$ cat src/rtl/ifu.sv
// ifu: instruction fetch unit; define IFU_DELAY_SLOT_EN for MIPS branch-delay-slot semantics
module ifu #(
   parameter logic [31:0] RESET_PC = 32'h0000_3000
) (
   input  logic        clk,
   input  logic        reset,
   input  logic        stall,
   input  logic [1:0]  npc_sel,
   input  logic        br_taken,
   input  logic [15:0] imm16,
   input  logic [25:0] imm26,
   input  logic [31:0] ra,
   output logic [31:0] pc,
   output logic [31:0] pc_link,
   output logic        addr_err,
   output logic [31:0] instr_cnt
);
   logic [31:0] pc_q, pc_d, cnt_q, cnt_d, pc_plus4, br_tgt, jmp_tgt, tgt;
   logic        err_q, err_d, redirect;
   assign pc_plus4 = pc_q + 32'd4;
   assign br_tgt   = pc_plus4 + {{14{imm16[15]}}, imm16, 2'b00};
   assign jmp_tgt  = {pc_plus4[31:28], imm26, 2'b00};
   assign redirect = npc_sel[1] | (npc_sel[0] & br_taken);
   assign tgt      = npc_sel == 2'b11 ? ra : npc_sel == 2'b10 ? jmp_tgt : br_tgt;
   assign cnt_d    = stall ? cnt_q : cnt_q + 32'd1;
`ifdef IFU_DELAY_SLOT_EN
   typedef enum logic {IDLE, SLOT} state_t;
   state_t      state_q, state_d;
   logic [31:0] tgt_q, tgt_d;
   always_comb begin
      state_d = state_q;
      tgt_d   = tgt_q;
      pc_d    = pc_q;
      err_d   = err_q;
      if (!stall && state_q == SLOT) begin
         pc_d    = tgt_q;
         tgt_d   = '0;
         state_d = IDLE;
      end else if (!stall) begin
         pc_d = pc_plus4;
         if (redirect) begin
            tgt_d   = {tgt[31:2], 2'b00};
            err_d   = err_q | (|tgt[1:0]);
            state_d = SLOT;
         end
      end
   end
   always_ff @(posedge clk) begin
      if (reset) begin
         pc_q    <= RESET_PC;
         cnt_q   <= '0;
         err_q   <= 1'b0;
         tgt_q   <= '0;
         state_q <= IDLE;
      end else begin
         pc_q    <= pc_d;
         cnt_q   <= cnt_d;
         err_q   <= err_d;
         tgt_q   <= tgt_d;
         state_q <= state_d;
      end
   end
   assign pc_link = pc_q + 32'd8;
`else
   logic [31:0] nxt;
   always_comb begin
      nxt   = redirect ? tgt : pc_plus4;
      pc_d  = stall ? pc_q : {nxt[31:2], 2'b00};
      err_d = err_q | (~stall & (|nxt[1:0]));
   end
   always_ff @(posedge clk) begin
      if (reset) begin
         pc_q  <= RESET_PC;
         cnt_q <= '0;
         err_q <= 1'b0;
      end else begin
         pc_q  <= pc_d;
         cnt_q <= cnt_d;
         err_q <= err_d;
      end
   end
   assign pc_link = pc_plus4;
`endif
   assign pc        = pc_q;
   assign addr_err  = err_q;
   assign instr_cnt = cnt_q;
endmodule

$ cat config.mk
export PLATFORM = sky130hd
export DESIGN_NAME = ifu
export DESIGN_NICKNAME = d
export VERILOG_FILES = /design/src/rtl/ifu.sv
export SDC_FILE = /design/constraint.sdc
export NUM_CORES = 1
export LEC_CHECK = 0
export CELL_PAD_IN_SITES_DETAIL_PLACEMENT = 0
export CELL_PAD_IN_SITES_GLOBAL_PLACEMENT = 1
export CORE_MARGIN = 10
export CORE_UTILIZATION = 34
export CTS_CLUSTER_SIZE = 20
export DETAILED_ROUTE_END_ITERATION = 16
export HOLD_SLACK_MARGIN = 0.12
export PLACE_DENSITY_LB_ADDON = 0.1
export REMOVE_ABC_BUFFERS = 1
export SLEW_MARGIN = 10
export SYNTH_ARGS = -nofsm -noshare
export SYNTH_HDL_FRONTEND = slang
export SYNTH_SLANG_ARGS = --single-unit
$ cat constraint.sdc
create_clock -name clk -period 5 [get_ports clk]
set_input_delay 1 -clock clk [delete_from_list [all_inputs] [get_ports clk]]
set_output_delay 1 -clock clk [all_outputs]
set_load 0.01 [all_outputs]
==> impl_metrics.py <==
metrics = {
    "sta": {
        "slew_viol_final": 0,
        "finalHoldViolations": 0,
        "worstMarginPinSlew_ns": 0.753,
        "setup_violations": 0,
        "fin_ws_ns": 0.547,
        "skew_ns": 0.00821,
        "timing.fmax_mhz": 225,
        "finalCritPeriodShare_pct": 89.1,
        "tns_ns": 0,
        "max_slew_margin_pct": 49.8,
        "min_period_ns": 4.45,
        "grt_setup_unrepaired": "false",
    },
    "worst_setup_path": {
        "end_kind": "output pin",
        "r2r_end": "pc[31]",
        "worstSetupStartpointType": "flip-flop",
        "critical_path_arrival_ns": 3.45,
        "reg2regPathDepth": 17,
        "cp.required_ns": 4.00,
        "ff2ff_setup_slack_ns": 0.63,
        "r2r-start": "pc[2]",
        "cp_max_fo": 6,
        "worstSetupPathType": "reg2out",
    },
    "cells_and_area": {
        "n_antenna_cell": 0,
        "finalNetCount": 1025,
        "stdcell_count": 1128,
        "final_area_um2": 7800,
        "fillers": 1582,
        "area.growth.synth_to_final_pct": 39.0,
        "drive_above_1_share_pct": 5.59,
    },
    "grt": {
        "antenna_found_initial": 0,
        "overflow": 0,
        "grt_max_degree": 39,
        "grtUsageTotal_pct": 19.8,
        "grt_pass1_vias": 6295,
        "grt_pass1_wl_um": 34900,
    },
    "clock_network": {
        "post_cts_buffers": 0,
        "cts_resized": 0,
        "numClockSinks": 63,
        "cts_buffer_depth": 2,
        "cts_hold_buf": 0,
        "cts_tree": "done",
        "cts-root-buf": "clkbuf_16",
        "cts.htree.levels": 3,
        "clkSlewWorstSetupHoldPaths_ns": 0.06,
        "numCtsBuffers": 9,
        "clk_latency_ns": 0.34,
    },
    "synthesis": {
        "yosysTopAreaCellShare_pct": 22.5,
        "avgSynthCellArea_um2": 7.49,
        "seq_area_frac_synth_pct": 22.5,
        "syn_area_um2": 5620,
        "ys_dominant_reg_cell": "dfxtp_1",
        "netlist_instances": 750,
        "yosysWarnings": 0,
        "ys_ff_latch": 63,
        "synth_common_cells": "96 x nor2_1, 72 x nand2_1, 69 x a21oi_1",
        "synthTopCellsByArea": "dfxtp_1 22%, ha_1 8.2%, nor2_1 6.4%",
        "ys_types": 79,
        "yosysMostFrequentCell": "nor2_1",
        "async_reset_ff_share_pct": 0,
        "synth_edf_count": 0,
        "synth.largest_area_cell": "dfxtp_1",
    },
    "route": {
        "drc": 0,
        "drt_wl_total_um": 22200,
        "detail-route-antenna-nets": 0,
        "drt_iter0_drc": 336,
        "highest_layer": "met4",
        "vias": 6194,
        "dr_wl_met3_um": 1770,
        "vias_per_cell": 5.49,
        "wire_per_inst_um": 19.6,
        "wl_met1_um": 9680,
        "dr.pass1.iters": 4,
        "wl_met2_um": 10200,
    },
    "placement": {
        "io_buffer_count": 172,
        "preCtsSetupSlack_ns": 0.604,
        "dp_cells": 1112,
        "place_area_um2": 7480,
        "place.detailed.hpwl_um": 17300,
        "gp_congestion": 0.891,
    },
    "power_and_ir_drop": {
        "power_switching_w": 0.000631,
        "pwr-share-clk_pct": 37.7,
        "intPower_w": 0.00125,
        "irDropWorstVdd_mv": 0.164,
        "seqPwrFrac_pct": 29.8,
        "finalPower_w": 0.00188,
        "p_sw_share_pct": 33.5,
        "leakage_nw": 3.12,
        "p_per_area_nw_per_um2": 241,
        "comb_power_share_pct": 32.5,
    },
    "die": {
        "die-area_um2": 22100,
        "start_util_pct": 35.0,
        "die_x_um": 149,
        "ios": 177,
        "rows": 46,
        "die_h_um": 149,
        "coreArea_um2": 16100,
    },
    "hold_path": {
        "hold_path_class": "reg2reg",
        "worstHoldStart": "addr_err",
        "hold_path_depth": 2,
        "min_to": "addr_err",
    },
    "flow_run": {
        "cap_violations": 0,
    },
    "status": {
        "status": "complete, no violations",
    },
}
registers in the layout (all words and copies together), names as in the netlist:
signal and cells:
addr_err 1, instr_cnt 32, pc 30
cell families (layout without fill, tap and decap cells):
group / after synthesis / count (layout) / share of synthesized area, %
compound gates: 217 / 217 / 24.6
xor+xnor: 71 / 71 / 11.1
fa+ha+maj: 38 / 38 / 8.60
buf+inv: 60 / 219 / 5.01
flops: 63 / 63 / 22.5
mux: 26 / 26 / 4.70
other cells: 1 / 4 / 0.0668
simple gates: 274 / 274 / 23.5
layer usage:
layer / vias up / global-route usage (%)
li1: 3021 / -
met1: 2906 / 24.7
met2: 234 / 32.5
met3: 33 / 4.67
met4: 0 / 6.84
met5: - / 0
layout by cell type (no fill, tap or decap), types with 15 or more instances in the layout:
| cell | count |
|---|---|
| xnor2_1 | 36 |
| mux2i_1 | 23 |
| o21ai_0 | 46 |
| xor2_1 | 35 |
| nand3_1 | 25 |
| a21oi_1 | 69 |
| ha_1 | 37 |
| inv_1 | 19 |
| a21o_1 | 16 |
| or3_1 | 15 |
| nand2_1 | 72 |
| nor2_1 | 96 |
| clkdlybuf4s50_1 | 170 |
| dfxtp_1 | 63 |
metrics by stage:
step                hold WS (ns)  util [%]
floorplan                  0.496         -
global placement           0.452      46.6
detailed placement         0.464      46.6
CTS                        0.478      48.6
global route               0.517      48.6
finish                     0.470      48.6
how the worst max path moves through the flow:
stage / from / end / slack, ns
after global placement: imm16[0] / pc[20] / 0.70
after global routing: pc[2] / pc[31] / 0.34
after detailed placement: imm16[0] / pc[20] / 0.60
after CTS: pc[2] / pc_link[28] / 0.55
final: pc[2] / pc_link[28] / 0.55
after floorplan: pc[2] / pc[31] / 1.20
worst max-delay path: stages (launching register included):
cell and delay (ns):
dfxtp_1 0.43, ha_1 0.28, nand3_1 0.14, nor2_1 0.24, nand3_1 0.25, or3_2 0.60, nor2_1 0.28, xor2_1 0.30
clkdlybuf4s50_1 0.60
power by group through the flow:
stage / sequential (W) / combinational (W) / clock, W
final: 0.000561 / 0.000613 / 0.000710
after global routing: 0.000565 / 0.000672 / 0.000743
after CTS: 0.000560 / 0.000611 / 0.000723
after detailed placement: 0.000571 / 0.000606 / 0
after global placement: 0.000570 / 0.000603 / 0
after floorplan: 0.000573 / 0.000319 / 0
area by class of cell:
| type | count | area (µm²) | area share (%) |
|---|---|---|---|
| clock buffers | 9 | 225 | 2.89 |
| clock inverters | 7 | 95.1 | 1.22 |
| inverters | 20 | 75.1 | 0.962 |
| multi-input cells | 630 | 4080 | 52.3 |
| flip-flops and latches | 63 | 1260 | 16.2 |
| well taps | 216 | 270 | 3.46 |
| repair buffers | 183 | 1790 | 23.0 |
Power figures use the tool's default switching activity.
